==> src/rtl/clock_pkg.sv <==
// Shared encodings for the digital clock: mode values, blank-mask bit positions,
// and the helper that maps the selected field to its blank bit.
package clock_pkg;

    localparam logic [1:0] MODE_RUN   = 2'd0;
    localparam logic [1:0] MODE_SET_H = 2'd1;
    localparam logic [1:0] MODE_SET_M = 2'd2;
    localparam logic [1:0] MODE_SET_S = 2'd3;

    localparam int unsigned BLANK_SEC  = 0;
    localparam int unsigned BLANK_MIN  = 1;
    localparam int unsigned BLANK_HOUR = 2;

    typedef enum logic [1:0] {
        StRun  = MODE_RUN,
        StSetH = MODE_SET_H,
        StSetM = MODE_SET_M,
        StSetS = MODE_SET_S
    } mode_e;

    function automatic logic [2:0] blank_mask(input mode_e m, input logic on);
        logic [2:0] mask;
        mask = '0;
        unique case (m)
            StSetH:  mask[BLANK_HOUR] = on;
            StSetM:  mask[BLANK_MIN]  = on;
            StSetS:  mask[BLANK_SEC]  = on;
            default: mask = '0;
        endcase
        return mask;
    endfunction

endpackage

==> src/rtl/key_repeat.sv <==
// Increment-key front end: rising-edge detect plus hold-to-repeat paced by tick_fast.
// A clear (mode change) disarms repeating until the key is released and pressed again.
module key_repeat
    import clock_pkg::*;
#(
    parameter int unsigned RPT_DELAY = 2
) (
    input  logic clk_i,
    input  logic cr_ni,
    input  logic key_i,
    input  logic tick_fast_i,
    input  logic clr_i,
    output logic rise_o,
    output logic step_o
);

    localparam logic [3:0] RptLimit = 4'(RPT_DELAY);

    logic       key_q, key_d;
    logic       armed_q, armed_d;
    logic [3:0] cnt_q, cnt_d;
    logic       held;
    logic       rpt;

    always_comb begin
        key_d   = key_i;
        armed_d = armed_q;
        cnt_d   = cnt_q;
        rise_o  = key_i & ~key_q;
        held    = key_i & key_q;
        rpt     = held & armed_q & tick_fast_i & (cnt_q == RptLimit);

        if (clr_i || !key_i) begin
            armed_d = 1'b0;
            cnt_d   = '0;
        end else if (rise_o) begin
            armed_d = 1'b1;
            cnt_d   = '0;
        end else if (held && armed_q && tick_fast_i && (cnt_q != RptLimit)) begin
            cnt_d = cnt_q + 4'd1;
        end

        step_o = rise_o | rpt;
    end

    always_ff @(posedge clk_i) begin
        if (!cr_ni) begin
            key_q   <= 1'b0;
            armed_q <= 1'b0;
            cnt_q   <= '0;
        end else begin
            key_q   <= key_d;
            armed_q <= armed_d;
            cnt_q   <= cnt_d;
        end
    end

endmodule

==> src/rtl/clock_mode_ctrl.sv <==
// Mode sequencer for the digital clock: ripple-carry enables in RUN, field stepping
// with auto-repeat and blink blanking in the SET modes. All outputs registered.
module clock_mode_ctrl
    import clock_pkg::*;
#(
    parameter int unsigned RPT_DELAY = 2
) (
    input  logic       clk,
    input  logic       cr,
    input  logic       tick,
    input  logic       tick_fast,
    input  logic       key_mode,
    input  logic       key_inc,
    input  logic       sec_co,
    input  logic       min_co,
    output logic       sec_en,
    output logic       min_en,
    output logic       hour_en,
    output logic       sec_cr,
    output logic [1:0] mode,
    output logic [2:0] blank
);

    mode_e      state_q, state_d;
    logic       blink_q, blink_d;
    logic       sec_en_q, sec_en_d;
    logic       min_en_q, min_en_d;
    logic       hour_en_q, hour_en_d;
    logic       sec_cr_q, sec_cr_d;
    logic [2:0] blank_q, blank_d;
    logic       inc_rise;
    logic       inc_step;
    logic       inc_ok;

    key_repeat #(
        .RPT_DELAY(RPT_DELAY)
    ) u_key_repeat (
        .clk_i      (clk),
        .cr_ni      (cr),
        .key_i      (key_inc),
        .tick_fast_i(tick_fast),
        .clr_i      (key_mode),
        .rise_o     (inc_rise),
        .step_o     (inc_step)
    );

    always_comb begin
        state_d   = state_q;
        blink_d   = blink_q;
        sec_en_d  = 1'b0;
        min_en_d  = 1'b0;
        hour_en_d = 1'b0;
        sec_cr_d  = 1'b1;
        // A mode change always wins over a same-cycle increment.
        inc_ok    = ~key_mode;

        if (key_mode) begin
            unique case (state_q)
                StRun:   state_d = StSetH;
                StSetH:  state_d = StSetM;
                StSetM:  state_d = StSetS;
                StSetS:  state_d = StRun;
                default: state_d = StRun;
            endcase
        end

        if (key_mode) begin
            blink_d = 1'b0;
        end else if ((state_q != StRun) && tick_fast) begin
            blink_d = ~blink_q;
        end

        unique case (state_q)
            StRun: begin
                sec_en_d  = tick;
                min_en_d  = tick & sec_co;
                hour_en_d = tick & sec_co & min_co;
            end
            StSetH:  hour_en_d = inc_step & inc_ok;
            StSetM:  min_en_d  = inc_step & inc_ok;
            StSetS:  sec_cr_d  = ~(inc_rise & inc_ok);
            default: sec_cr_d  = 1'b1;
        endcase

        blank_d = blank_mask(state_d, blink_d & ~key_inc);
    end

    always_ff @(posedge clk) begin
        if (!cr) begin
            state_q   <= StRun;
            blink_q   <= 1'b0;
            sec_en_q  <= 1'b0;
            min_en_q  <= 1'b0;
            hour_en_q <= 1'b0;
            sec_cr_q  <= 1'b1;
            blank_q   <= '0;
        end else begin
            state_q   <= state_d;
            blink_q   <= blink_d;
            sec_en_q  <= sec_en_d;
            min_en_q  <= min_en_d;
            hour_en_q <= hour_en_d;
            sec_cr_q  <= sec_cr_d;
            blank_q   <= blank_d;
        end
    end

    assign sec_en  = sec_en_q;
    assign min_en  = min_en_q;
    assign hour_en = hour_en_q;
    assign sec_cr  = sec_cr_q;
    assign mode    = state_q;
    assign blank   = blank_q;

endmodule

==> config.mk <==
export PLATFORM = sky130hd
export DESIGN_NAME = clock_mode_ctrl
export DESIGN_NICKNAME = d
export VERILOG_FILES = /design/src/rtl/clock_pkg.sv /design/src/rtl/key_repeat.sv /design/src/rtl/clock_mode_ctrl.sv
export SDC_FILE = /design/constraint.sdc
export NUM_CORES = 1
export LEC_CHECK = 0
export ABC_AREA = 1
export CORE_UTILIZATION = 37
export CTS_BUF_LIST = sky130_fd_sc_hd__clkbuf_8
export DETAILED_ROUTE_END_ITERATION = 10
export SETUP_SLACK_MARGIN = 0.2
export SLEW_MARGIN = 20
export SYNTH_ARGS = -nofsm -noshare
export SYNTH_HDL_FRONTEND = slang
export SYNTH_SLANG_ARGS = --single-unit
==> constraint.sdc <==
create_clock -name clk -period 3.4 [get_ports clk]
set_input_delay 0.34 -clock clk [delete_from_list [all_inputs] [get_ports clk]]
set_output_delay 0.34 -clock clk [all_outputs]
set_load 0.005 [all_outputs]
==> results.toml, run 1 <==
[critical_path]
reg2regPathDepth = 8
end_kind = "output pin"
crit_slowest_cell = "clkdlybuf4s50_1"
crit_family = "buffers and inverters"
startpoint = "mode[0]"
r2r-start = "mode[0]"
crit_chain = "clkdlybuf4s50_1"
cp.required_ns = 3.06
cp.depth = 1
path_buf_inv = 1
start_kind = "flop"
cp_max_fo = 5
cp.arrival_ns = 1.18
slowest_delay_ns = 0.53
criticalPathCategory = "reg -> out"

[finish]
area_delta_synth_final_pct = 34.56
layout-drive-gt1-share = 0.08850
utilization = 0.5440
fill_cells = 171
finish.instance_area_um2 = 959.7
antennaDiodeCount = 0
fin_nets = 128

[timing]
relSlewSlack = 0.7867
finalMaxSlewViolations = 0
finalClockSkew_ns = 0.0005585
timing.fmax_mhz = 658.7
period_share = 0.4465
hold_violations = 0
tightest_slew_ns = 0.3200
finalCriticalPeriod_ns = 1.518
rsz0062_at_grt = "false"
setup_viol = 0
holdWs_ns = 0.4894
setup_tns_ns = 0

[synthesis]
synth.top_cell.area_share = 0.4491
synth_top_cell_by_area = "dfxtp_1"
synthCells = 93
syn_area_um2 = 713.2
yosys_warnings = 0
seq_area_frac_synth = 0.4491
synth_area_leaders = "dfxtp_1, ha_1, nand2_1, nand3_1, inv_1"
syn-mean-instance-area_um2 = 7.669
synthDistinctLibCells = 18
synth-seq-cells = 16
syn-num-nets = 107

[power_and_ir_drop]
p_leak_nw = 0.4049
power.density_nw_per_um2 = 428.1
ir_drop_mv = 0.2834

[clocking]
cts_resized = 0
clock-root-buffer = "clkbuf_8"
clockBufferDepth = 2
insertion_delay_ns = 0.25
hold_buffers = 0
path_clk_slew_ns = 0.06
numCtsBuffers = 3
post-cts-setup-buffer-count = 0
cts_sinks = 16
cts_tree = "done"
h-tree-depth = 1

[min_path]
hold_depth = 2
hold_class = "reg -> reg"
hold_start = "u_key_repeat.armed_q"

[floorplan]
start_util = 0.4043
core_um2 = 1764
dieArea_um2 = 2107
die_w_um = 45.91
rows = 15
die_h_um = 45.91
num_io_pins = 17

[grt]
top_usage_layer = "met2"
gr-usage-met3 = 0.02381
antenna_found_initial = 0
grtUsageMet2 = 0.2056
use_met1 = 0.1883
grt_pass1_vias = 522
grt_usage = 0.1400
grt_max_degree = 10
grt_overflow_total = 0
grt_pass1_wl_mm = 2.070

[detailed_routing]
via_count = 618
routed_wl_mm = 1.273
detail_route.wl_per_cell_um = 9.225
drt_iter0_markers = 1
ant_nets = 0
drc = 0
viasPerCell = 4.478
firstDrtPassIters = 3

[place]
gp_congestion = 0.8109
io_buffer_count = 16
place_area_um2 = 904.6
hpwl_mm = 1.029

[run]
maxCapViolations = 0

[status]
status = "complete, no violations"
synth_stat cells:
cell type  instances
o22ai_1            1
a21o_1             1
nor2_1            12
nand2_1           18
nand4_1            2
inv_2              1
a21oi_1            5
o21ai_1            1
nand2_2            2
nor2_2             2
ha_1               6
nand3_1            9
clkinv_1           1
o21ai_0            2
nor2_4             1
inv_1             12
dfxtp_1           16
nor3_1             1
cell families (layout without fill, tap and decap cells):
| kind of cell | after synthesis | after routing | share of synthesized area |
|---|---|---|---|
| compound gates | 10 | 10 | 0.07544 |
| fa+ha+maj | 6 | 6 | 0.1053 |
| buf+inv | 14 | 34 | 0.07367 |
| flops | 16 | 16 | 0.4491 |
| simple gates | 47 | 47 | 0.2965 |
per-stage QoR:
step / worst slack (ns) / power, mW / cells
finish: 1.882 / 0.4109 / 138
global route: 1.827 / 0.4267 / 138
CTS: 1.880 / 0.4154 / 138
detailed placement: 1.860 / 0.2488 / 134
global placement: 1.858 / 0.2483 / 134
floorplan: 2.126 / 0.2248 / 93
cell type report:
class	instances	area, µm²	share of cell area
Multi-Input combinational cell	63	340.3	0.3546
Clock buffer	4	55.05	0.05737
Timing Repair Buffer	16	160.2	0.1669
Sequential cell	16	320.3	0.3338
Inverter	14	52.55	0.05476
Tap cell	25	31.28	0.03259
tightest hold or removal path, cell delays in order, from the launching register on:
cell	delay, ns
dfxtp_1	0.31
nor2_1	0.09
nor2_1	0.05
power breakdown:
group | switching (mW) | total, mW | internal (mW)
combinational | 0.0237 | 0.0474 | 0.0237
sequential | 0.00385 | 0.197 | 0.193
clock | 0.0635 | 0.166 | 0.103
routing by layer:
layer,part of all wire,vias up
met3,0.031,5
li1,-,336
met5,0,-
met4,0.025,0
met1,0.49,265
met2,0.45,12
cell usage in the layout (no fill, tap or decap), drive strengths merged:
| cell | Yosys | layout |
|---|---|---|
| a21o | 1 | 1 |
| a21oi | 5 | 5 |
| clkbuf | 0 | 4 |
| clkdlybuf4s50 | 0 | 16 |
| clkinv | 1 | 1 |
| dfxtp | 16 | 16 |
| ha | 6 | 6 |
| inv | 13 | 13 |
| nand2 | 20 | 20 |
| nand3 | 9 | 9 |
| nand4 | 2 | 2 |
| nor2 | 15 | 15 |
| nor3 | 1 | 1 |
| o21ai | 3 | 3 |
| o22ai | 1 | 1 |
final timing paths:
kind	endpoint	slack, ns
max	mode[0]	1.88
min	u_key_repeat.armed_q	0.49
max reg2reg	blank[2]	1.98
min reg2reg	u_key_repeat.armed_q	0.49
state kept, by name (all words and copies together) (netlist names):
register,cells
mode,2
u_key_repeat.key_q,1
blink_q,1
u_key_repeat.cnt_q,4
sec_en,1
hour_en,1
sec_cr,1
u_key_repeat.armed_q,1
blank,3
min_en,1
Power figures use the tool's default switching activity.
==> run 2, diff against run 1 <==
==> constraint.sdc (replaced) <==
create_clock -name clk -period 1.44 [get_ports clk]
set_input_delay 0.144 -clock clk [delete_from_list [all_inputs] [get_ports clk]]
set_output_delay 0.144 -clock clk [all_outputs]
set_load 0.005 [all_outputs]
==> run 2 against run 1 <==
- clock-buffer cell count unchanged
- flip-flop and latch count did not move
- setup slack worse by 1.7 ns
- via count grew 10%
- total power rose to 2.5 times the previous value
- clock power rose by 140%
- routed wire length increased by 26%
- critical path depth up 5
- design area increased by 14%
- critical path type is now reg -> reg
==> results.toml, run 2 (synthesis gave the netlist of run 1 again) <==
[finish]
largest_register_ffs = 4
fill_cells = 170
fin_nets = 135
finish.instance_area_um2 = 1091
area_delta_synth_final_pct = 52.98
regMostFlops = "u_key_repeat.cnt_q"
final_common_cell = "nand2_1"
final_cell_mix = "nand2_1, clkdlybuf4s50_1, nor2_1, dfxtp_1"
antennaDiodeCount = 0
layout-drive-gt1-share = 0.3167
utilization = 0.6184

[critical_path]
path_buf_inv = 2
crit_chain = "inv_4 > ha_4 > inv_4 > a21o_1 > nand4_1 > nor3_2"
cp_max_fo = 3
criticalPathCategory = "reg -> reg"
start_kind = "flop"
crit_family = "simple AND/OR/NAND/NOR gates"
crit_slowest_cell = "dfxtp_4"
reg2reg_slack_ns = 0.23
slowest_delay_ns = 0.37
end_kind = "flop"
cp.depth = 6
reg2regPathDepth = 6
cp.arrival_ns = 1.39
path_common_cell = "inv_4"
cp.required_ns = 1.62

[floorplan]
num_io_pins = 17
die_h_um = 45.91
start_util = 0.4043
die_w_um = 45.91
rows = 15
dieArea_um2 = 2107
core_um2 = 1764

[timing]
period_share = 0.8393
tightest_slew_ns = 0.3358
finalCriticalPeriod_ns = 1.209
finalMaxSlewViolations = 0
rsz0062_at_grt = "true"
setup_tns_ns = 0
hold_violations = 0
relSlewSlack = 0.7758
finalClockSkew_ns = 0.002384
setup_viol = 0
timing.fmax_mhz = 827.4

[grt]
top_usage_layer = "met2"
grt_overflow_total = 0
grtUsageMet2 = 0.2592
use_met1 = 0.2005
grt_usage = 0.1623
grt_max_degree = 10
grt_pass1_wl_mm = 2.408
grt_pass1_vias = 573
gr-usage-met3 = 0.04762
antenna_found_initial = 0

[status]
status = "complete, no violations"

[power_and_ir_drop]
power.total_mw = 1.043
power_frac_clock = 0.386
combPwrFrac = 0.169
swShare = 0.2433
p_leak_nw = 0.4710
p_switching_uw = 253.8
power.density_nw_per_um2 = 956.1
intPower_uw = 789.4
power_frac_seq = 0.445
ir_drop_mv = 0.5626

[min_path]
hold_depth = 3
hold_class = "in -> reg"

[detailed_routing]
firstDrtPassIters = 4
ant_nets = 0
drt_iter0_markers = 8
drc = 0
detail_route.wl_per_cell_um = 11.06
routed_wl_mm = 1.604
viasPerCell = 4.703
via_count = 682

[clocking]
insertion_delay_ns = 0.25
clockBufferDepth = 2
numCtsBuffers = 3
path_clk_slew_ns = 0.07
clock-root-buffer = "clkbuf_8"
cts_tree = "done"
h-tree-depth = 1
hold_buffers = 0
cts_sinks = 16

[place]
place_area_um2 = 933.4
hpwl_mm = 1.096
gp_congestion = 0.8049
io_buffer_count = 16

[run]
maxCapViolations = 0
==> run 2: area by class of cell <==
class                   instances  area [µm²]  area share
multi-input cells              63       402.9      0.3693
flip-flops and latches         16       327.8      0.3005
repair buffers                 23       216.5      0.1984
inverters                      14       57.56     0.05275
clock buffers                   4       55.05     0.05046
well taps                      25       31.28     0.02867
==> run 2: final timing paths <==
| check | from | to |
|---|---|---|
| worst max-delay path | mode[1] | blank[0] |
| worst min-delay path | key_mode | sec_cr |
| worst min register to register | u_key_repeat.cnt_q[0] | u_key_repeat.cnt_q[0] |
| worst max register to register | mode[1] | blank[0] |
==> run 2: worst min-delay path: stages <==
cell and delay [ns]:
dlymetal6s2s_1 0.28, nor2_1 0.10, nand3_1 0.08
==> run 2: repair_timing <==
item | CTS | global route
buffers inserted | 1 | 3
endpoints found under the setup margin | 6 | 8
pin swaps | 2 | 10
resized for setup | 9 | 20
==> run 2: through the flow <==
stage	setup WS, ns	hold slack, ns	std cells
after floorplan	0.2158	0.2286	93
after global placement	0.09732	0.4759	137
after detailed placement	0.07744	0.4845	137
after CTS	0.2020	0.4695	142
after global routing	0.1593	0.4114	145
final	0.2314	0.3838	145
==> run 2: power by group through the flow <==
stage / combinational, mW / sequential (mW) / clock, mW
after detailed placement: 0.127 / 0.473 / 0
after global routing: 0.192 / 0.466 / 0.424
final: 0.176 / 0.464 / 0.403
after floorplan: 0.0578 / 0.476 / 0
after global placement: 0.126 / 0.473 / 0
after CTS: 0.141 / 0.463 / 0.409
==> run 2: per-layer routing <==
metal,up-vias,share of wire
li1,347,-
met1,317,0.44
met2,13,0.51
met3,5,0.029
met4,0,0.017
met5,-,0
